$ cat src/rtl/acp_pp_pkg.sv
// Shared types and register map for the ACP ping-pong buffer controller.
// No logic; no latency; no backpressure.
package acp_pp_pkg;

    typedef enum logic [1:0] {
        SLOT_FREE    = 2'd0,
        SLOT_FILLING = 2'd1,
        SLOT_READY   = 2'd2
    } slot_state_e;

    localparam logic [2:0] ADDR_STATUS = 3'd0;
    localparam logic [2:0] ADDR_CTRL   = 3'd1;
    localparam logic [2:0] ADDR_FCNT   = 3'd2;
    localparam logic [2:0] ADDR_DCNT   = 3'd3;
    localparam logic [2:0] ADDR_ACK    = 3'd4 + 3'd1;
    localparam logic [2:0] ADDR_IMSK   = 3'd6;

endpackage

$ cat src/rtl/acp_pp_slot.sv
// Ownership FSM for one buffer: FREE -> FILLING -> READY -> FREE.
// State updates one cycle after grant/done/ack; no backpressure.
module acp_pp_slot
    import acp_pp_pkg::*;
(
    input  logic        clk,
    input  logic        reset,
    input  logic        grant,
    input  logic        done,
    input  logic        ack,
    output slot_state_e state,
    output logic        is_free,
    output logic        is_ready
);

    slot_state_e state_q, state_d;

    always_ff @(posedge clk or posedge reset) begin
        if (reset) state_q <= SLOT_FREE;
        else       state_q <= state_d;
    end

    always_comb begin
        state_d = state_q;
        case (state_q)
            SLOT_FREE:    if (grant) state_d = SLOT_FILLING;
            SLOT_FILLING: if (done)  state_d = SLOT_READY;
            // An ack frees the slot in time for a same-cycle grant.
            SLOT_READY:   if (ack)   state_d = grant ? SLOT_FILLING : SLOT_FREE;
            default:                 state_d = SLOT_FREE;
        endcase
    end

    assign state    = state_q;
    assign is_free  = (state_q == SLOT_FREE);
    assign is_ready = (state_q == SLOT_READY);

endmodule

$ cat src/rtl/acp_pp_buf_ctrl.sv
// Ping-pong BRAM buffer allocator with Avalon-MM status/ack registers; optional irq via ACP_PP_IRQ_EN.
// Grant visible one cycle after frame_sof; readdata one cycle after chipselect, zero wait states.
// No stall path: frames arriving with no free buffer are dropped and counted.
module acp_pp_buf_ctrl
    import acp_pp_pkg::*;
#(
    parameter int CNT_W  = 16,
    parameter int BUF_AW = 10
) (
    input  logic              clk,
    input  logic              reset,
    input  logic [2:0]        address,
    input  logic              chipselect,
    input  logic              write_n,
    input  logic [31:0]       writedata,
    output logic [31:0]       readdata,
    input  logic              frame_sof,
    input  logic              fill_done,
    output logic              fill_gnt,
    output logic              fill_sel,
    output logic [BUF_AW:0]   fill_base,
    output logic              irq
);

    logic             wr_en;
    logic [1:0]       ack_vec, free_eff, is_free, is_ready, grant_vec, done_vec;
    slot_state_e      slot_state [2];
    logic             grant_vld, grant_sel, drop_evt, done_evt;

    logic             fill_gnt_q, fill_gnt_d;
    logic             fill_sel_q, fill_sel_d;
    logic             last_q, last_d;
    logic             enable_q, enable_d;
    logic [CNT_W-1:0] frame_cnt_q, frame_cnt_d;
    logic [CNT_W-1:0] drop_cnt_q, drop_cnt_d;
    logic [31:0]      rd_dat, readdata_q;

    assign wr_en    = chipselect & ~write_n;
    assign ack_vec  = (wr_en && address == ADDR_ACK) ? writedata[1:0] : 2'b00;
    assign free_eff = is_free | (is_ready & ack_vec);

    for (genvar n = 0; n < 2; n++) begin : g_slot
        acp_pp_slot u_slot (
            .clk      (clk),
            .reset    (reset),
            .grant    (grant_vec[n]),
            .done     (done_vec[n]),
            .ack      (ack_vec[n]),
            .state    (slot_state[n]),
            .is_free  (is_free[n]),
            .is_ready (is_ready[n])
        );
    end

    // Prefer the buffer not filled last so the HPS sees strict alternation.
    always_comb begin
        grant_vld = 1'b0;
        grant_sel = 1'b0;
        drop_evt  = 1'b0;
        if (frame_sof) begin
            if (fill_gnt_q || !enable_q) begin
                drop_evt = 1'b1;
            end else if (free_eff[~last_q]) begin
                grant_vld = 1'b1;
                grant_sel = ~last_q;
            end else if (free_eff[last_q]) begin
                grant_vld = 1'b1;
                grant_sel = last_q;
            end else begin
                drop_evt = 1'b1;
            end
        end
    end

    assign done_evt  = fill_done & fill_gnt_q;
    assign grant_vec = grant_vld ? (2'b01 << grant_sel) : 2'b00;
    assign done_vec  = done_evt ? (2'b01 << fill_sel_q) : 2'b00;

    always_comb begin
        fill_gnt_d  = fill_gnt_q;
        fill_sel_d  = fill_sel_q;
        last_d      = last_q;
        enable_d    = enable_q;
        frame_cnt_d = frame_cnt_q;
        drop_cnt_d  = drop_cnt_q;
        if (done_evt) begin
            fill_gnt_d = 1'b0;
            last_d     = fill_sel_q;
            if (frame_cnt_q != '1) frame_cnt_d = frame_cnt_q + 1'b1;
        end
        if (grant_vld) begin
            fill_gnt_d = 1'b1;
            fill_sel_d = grant_sel;
        end
        if (wr_en && address == ADDR_CTRL) enable_d = writedata[0];
        if (wr_en && address == ADDR_DCNT)         drop_cnt_d = '0;
        else if (drop_evt && drop_cnt_q != '1)     drop_cnt_d = drop_cnt_q + 1'b1;
    end

    always_ff @(posedge clk or posedge reset) begin
        if (reset) begin
            fill_gnt_q  <= 1'b0;
            fill_sel_q  <= 1'b0;
            last_q      <= 1'b1;
            enable_q    <= 1'b0;
            frame_cnt_q <= '0;
            drop_cnt_q  <= '0;
            readdata_q  <= '0;
        end else begin
            fill_gnt_q  <= fill_gnt_d;
            fill_sel_q  <= fill_sel_d;
            last_q      <= last_d;
            enable_q    <= enable_d;
            frame_cnt_q <= frame_cnt_d;
            drop_cnt_q  <= drop_cnt_d;
            readdata_q  <= chipselect ? rd_dat : 32'd0;
        end
    end

`ifdef ACP_PP_IRQ_EN
    logic [1:0] irq_mask_q, irq_mask_d;
    logic       irq_q;

    assign irq_mask_d = (wr_en && address == ADDR_IMSK) ? writedata[1:0] : irq_mask_q;

    always_ff @(posedge clk or posedge reset) begin
        if (reset) begin
            irq_mask_q <= 2'b00;
            irq_q      <= 1'b0;
        end else begin
            irq_mask_q <= irq_mask_d;
            irq_q      <= |(is_ready & irq_mask_q);
        end
    end

    assign irq = irq_q;
`else
    assign irq = 1'b0;
`endif

    always_comb begin
        rd_dat = 32'd0;
        case (address)
            ADDR_STATUS: begin
                rd_dat[1:0] = is_ready;
                rd_dat[2]   = fill_gnt_q;
                rd_dat[3]   = fill_sel_q;
                rd_dat[4]   = last_q;
                rd_dat[8]   = enable_q;
            end
            ADDR_CTRL: rd_dat[0] = enable_q;
            ADDR_FCNT: rd_dat[CNT_W-1:0] = frame_cnt_q;
            ADDR_DCNT: rd_dat[CNT_W-1:0] = drop_cnt_q;
`ifdef ACP_PP_IRQ_EN
            ADDR_IMSK: rd_dat[1:0] = irq_mask_q;
`endif
            default:   rd_dat = 32'd0;
        endcase
    end

    logic unused_ok;
    assign unused_ok = ^{writedata[31:2], slot_state[0], slot_state[1]};

    assign readdata  = readdata_q;
    assign fill_gnt  = fill_gnt_q;
    assign fill_sel  = fill_sel_q;
    assign fill_base = {fill_sel_q, {BUF_AW{1'b0}}};

endmodule
$ cat config.mk
export PLATFORM = sky130hd
export DESIGN_NAME = acp_pp_buf_ctrl
export DESIGN_NICKNAME = d
export VERILOG_FILES = /design/src/rtl/acp_pp_pkg.sv /design/src/rtl/acp_pp_slot.sv /design/src/rtl/acp_pp_buf_ctrl.sv
export SDC_FILE = /design/constraint.sdc
export NUM_CORES = 1
export LEC_CHECK = 0
export CAP_MARGIN = 10
export CORE_AREA = 2 2 81 83
export CTS_CLUSTER_SIZE = 12
export DETAILED_ROUTE_END_ITERATION = 10
export DIE_AREA = 0 0 83 85
export PLACE_DENSITY = 0.81
export SLEW_MARGIN = 10
export SYNTH_ARGS = -nofsm -noshare
export SYNTH_HDL_FRONTEND = slang
export SYNTH_SLANG_ARGS = --single-unit
export TNS_END_PERCENT = 100
$ cat constraint.sdc
create_clock -name clk -period 4.8 [get_ports clk]
set_input_delay 0.48 -clock clk [delete_from_list [all_inputs] [get_ports clk]]
set_output_delay 0.48 -clock clk [all_outputs]
set_load 0.05 [all_outputs]
==> impl_summary.md <==
Power
Across the VDD grid, the largest voltage drop is 0.000285 V. The net switching fraction of the power is 34.8%. The power dissipated by switching net loads is 0.422 mW. The combinational share of power is 24.8%. For this design the ratio of total power to cell area is 365 mW/mm2. In this run the static leakage power is 1.44 nW. The internal portion of the total power is 0.790 mW. The sequential share of power is 49.6%. The relative contribution of the clock network to total power is 25.6%.

STA
The setup-violating endpoint count in the final report is 0. At the pin with the least slew margin, the transition time is 1.05 ns. The fmax is 347 MHz. The final critical-path required period is 2.88 ns. The final count of hold timing violations is 0. The worst-case headroom to the max-slew limit is 29.7%. Setup total negative slack on the finished layout was measured at 0 ns. The number of pins exceeding their max-slew limit in the final report is 0. In the finished design, the share of the clock period the worst path needs comes to 60.0%.

Setup repair after global routing left no endpoint under its margin. The setup skew after layout is 0.00552 ns.

Outcome
The flow ran to the end, and the final reports show no timing, DRC or antenna violations.

Clocking
The post-CTS resize count is 0. The H-tree was split into 2 levels. At the later pin of the worst-skew pair, clock insertion delay measures 0.31 ns.

The clock sink count is 56. The number of CTS-inserted buffers is 5. The clock-pin slew of the registers on the worst-case setup and hold paths is 0.10 ns. TritonCTS built the clock tree. The count of hold-fix buffers inserted at cts is 0. The post-CTS setup repair buffer count is 0.

The clock passes through at most 2 buffers. The tree is rooted in a sky130_fd_sc_hd__clkbuf_8.

Final layout
The repair_antennas step left the layout with diodes totalling 0. The sequential cells in the finished layout cover a total of 0.00140 mm2. The net count of the finished layout is 367.

The layout overhead on the synthesized area is 11.2%. The area of combinational cells with multiple inputs is 0.00138 mm2. The proportion of layout cells with a drive suffix above 1 is 4.00%. The final instance count without filler cells is 402. Counting the fill cells in the layout gives 552.

Measured on the finished design, the core utilization comes to 53.5%. The top cell types in the final layout, fill and taps aside, are sky130_fd_sc_hd__dfrtp_1 (55), sky130_fd_sc_hd__clkdlybuf4s50_1 (29), sky130_fd_sc_hd__conb_1 (27). The library cell used most frequently in the layout, excluding fill and tap cells, is sky130_fd_sc_hd__dfrtp_1.

Hold path
The startpoint identified for the worst hold timing path is last_q. The worst hold path class is register to register. The worst-case hold path end point is last_q. Along the worst hold path, the cell count comes to 2.

Worst setup path
The kind of end point of the critical path is a register. The path depth of the worst reg2reg path is 7. Data on the critical path arrives at its endpoint at 3.11 ns. The critical register-to-register path startpoint is drop_cnt_q[0]. The critical path class is input pin to register.

The capture point of the worst reg-to-reg path is drop_cnt_q[6]. STA classifies the critical path startpoint as an input pin. The top fanout value on the critical path is 31. For flop-to-flop paths, the worst setup slack is 2.41 ns. The data required time at the worst endpoint is 5.03 ns.

Global route
The via count of the first global-routing pass is 2119. The initial antenna violation count is 0. Global routing consumed, over all layers together, 17.4% of the routing resources. The final global-route overflow total is 0. The pin count of the biggest net entering global routing is 57.

The global-route wire length before repair is 10.0 mm.

Job
The tool flagged a number of max-cap violations equal to 0.

Routing
The number of nets still failing antenna checks after routing is 0. The routed layout has 2239 vias. After detailed routing, the total wire length is 6.05 mm. Dividing the detail-routed wire length by the instance count gives 15.0 um.

The post-route DRC violation count is 0. The detailed router finished its first iteration with 161 violations. Before antenna repair, the detailed router went through 4 iterations.

After detailed routing, the number of vias per cell comes to 5.57.

Yosys
For this run, the leading register cell type out of synthesis is sky130_fd_sc_hd__dfrtp_1. The combined area of all synthesized cells is 0.00298 mm2. The mean post-synth cell area is 9.98 um2. The netlist uses 42 different library cells.

The cell count after synthesis came out at 299. The share of flip-flops with an asynchronous set or reset is 100%. The sequential fraction of the synthesis area is 47.0%. The synthesized design contains 56 register bits.

In this run, synthesis inferred 0 flip-flops with an integrated enable. The total number of yosys warnings is 0.

Placed design
Including well taps, the total number of placed cells is 394. The count of input and output buffers is 29. The HPWL after detailed placement is 4.23 mm.

The routability congestion estimate is 0.855.

Floorplanning
The floorplan step set the die width to 83 um. The core region is 0.00620 mm2. The height of the chip is 85 um. During I/O placement, the number of pins put on the boundary was 87. The initialized floorplan defines 29 standard-cell rows. The starting density of the core is 48.1%.

The die area is 0.00706 mm2.
worst max path at each step:
stage	slack, ns	startpoint	end	cells after the start
finish	1.92	address[0]	drop_cnt_q[4]	6
global route	1.78	address[0]	drop_cnt_q[10]	6
CTS	1.94	address[0]	drop_cnt_q[15]	6
detailed placement	1.63	address[0]	drop_cnt_q[15]	6
global placement	1.74	address[0]	drop_cnt_q[15]	6
floorplan	2.79	fill_gnt	drop_cnt_q[15]	6
synthesized netlist by cell type, types with 2 or more instances:
library cell / number / share of area [%]
sky130_fd_sc_hd__buf_4: 29 / 7.3
sky130_fd_sc_hd__o31ai_1: 16 / 4.0
sky130_fd_sc_hd__buf_6: 2 / 0.75
sky130_fd_sc_hd__nor3_1: 3 / 0.50
sky130_fd_sc_hd__inv_1: 7 / 0.88
sky130_fd_sc_hd__nand2_1: 20 / 2.5
sky130_fd_sc_hd__ha_1: 2 / 0.84
sky130_fd_sc_hd__clkbuf_1: 6 / 0.75
sky130_fd_sc_hd__nand3b_1: 2 / 0.50
sky130_fd_sc_hd__nand3_1: 15 / 2.5
sky130_fd_sc_hd__nor3b_1: 2 / 0.50
sky130_fd_sc_hd__and2_1: 3 / 0.63
sky130_fd_sc_hd__or4_1: 13 / 3.3
sky130_fd_sc_hd__nor2_1: 21 / 2.6
sky130_fd_sc_hd__and3_1: 8 / 1.7
sky130_fd_sc_hd__a21oi_1: 16 / 2.7
sky130_fd_sc_hd__a211oi_1: 3 / 0.75
sky130_fd_sc_hd__nand2b_1: 5 / 1.0
sky130_fd_sc_hd__a22oi_1: 4 / 1.0
sky130_fd_sc_hd__mux2i_1: 12 / 4.0
sky130_fd_sc_hd__buf_2: 2 / 0.34
sky130_fd_sc_hd__nand4_1: 7 / 1.5
sky130_fd_sc_hd__xor2_1: 2 / 0.59
sky130_fd_sc_hd__nor4_1: 2 / 0.42
sky130_fd_sc_hd__mux2_1: 7 / 2.6
sky130_fd_sc_hd__xnor2_1: 13 / 3.8
sky130_fd_sc_hd__o21ai_1: 5 / 0.84
sky130_fd_sc_hd__dfrtp_1: 55 / 46
sky130_fd_sc_hd__o22ai_1: 4 / 0.84
metrics by stage:
step | power (mW) | hold slack, ns | area [um2] | setup slack (ns)
floorplan | 0.860 | 0.454 | 3080 | 2.79
global placement | 0.899 | 0.478 | 3210 | 1.74
detailed placement | 0.907 | 0.480 | 3210 | 1.63
CTS | 1.21 | 0.495 | 3320 | 1.94
global route | 1.27 | 0.516 | 3320 | 1.78
finish | 1.21 | 0.491 | 3320 | 1.92
logic make-up after synthesis:
| group | Yosys count | synth area share [%] |
|---|---|---|
| simple gates | 107 | 19.1 |
| buf+inv | 46 | 10.0 |
| xor+xnor | 15 | 4.40 |
| compound gates | 53 | 11.9 |
| other cells | 1 | 0.126 |
| mux | 19 | 6.67 |
| flops | 56 | 47.0 |
| fa+ha+maj | 2 | 0.838 |
flip-flops by register name, summed over array words and instances, names as in the netlist:
register	count
drop_cnt_q	16
enable_q	1
fill_gnt	1
fill_sel	1
frame_cnt_q	16
g_slot.u_slot.state	4
last_q	1
readdata	16
worst max-delay path: stages:
cell and delay, ns:
sky130_fd_sc_hd__clkdlybuf4s50_1 0.96, sky130_fd_sc_hd__nand3b_1 0.47, sky130_fd_sc_hd__nor2_1 0.13, sky130_fd_sc_hd__a31o_4 0.35
sky130_fd_sc_hd__or4_1 0.54, sky130_fd_sc_hd__a21oi_1 0.17
layer usage:
metal  vias up  routed length, um  share of wire (%)  global-route usage, %
li1       1078                  -                  -                      -
met1      1082               2630                 43                   22.3
met2        73               3030                 50                   30.0
met3         6                323                5.3                   4.18
met4         0                 63                1.0                   4.32
met5         -                  0                  0                      0
cell type report:
cell class	instances	area share [%]
clock inverters	2	1.06
inverters	7	0.792
well taps	77	2.90
repair buffers	31	9.20
multi-input cells	223	41.6
clock buffers	6	2.19
flip-flops and latches	56	42.3
power groups by stage:
| stage | Sequential [mW] | Clock [mW] | Combinational, mW |
|---|---|---|---|
| final | 0.601 | 0.310 | 0.300 |
| after global routing | 0.611 | 0.330 | 0.332 |
| after CTS | 0.600 | 0.310 | 0.300 |
| after detailed placement | 0.609 | 0 | 0.298 |
| after global placement | 0.609 | 0 | 0.290 |
| after floorplan | 0.610 | 0 | 0.250 |
No activity file was read; power rests on OpenSTA's default activity.
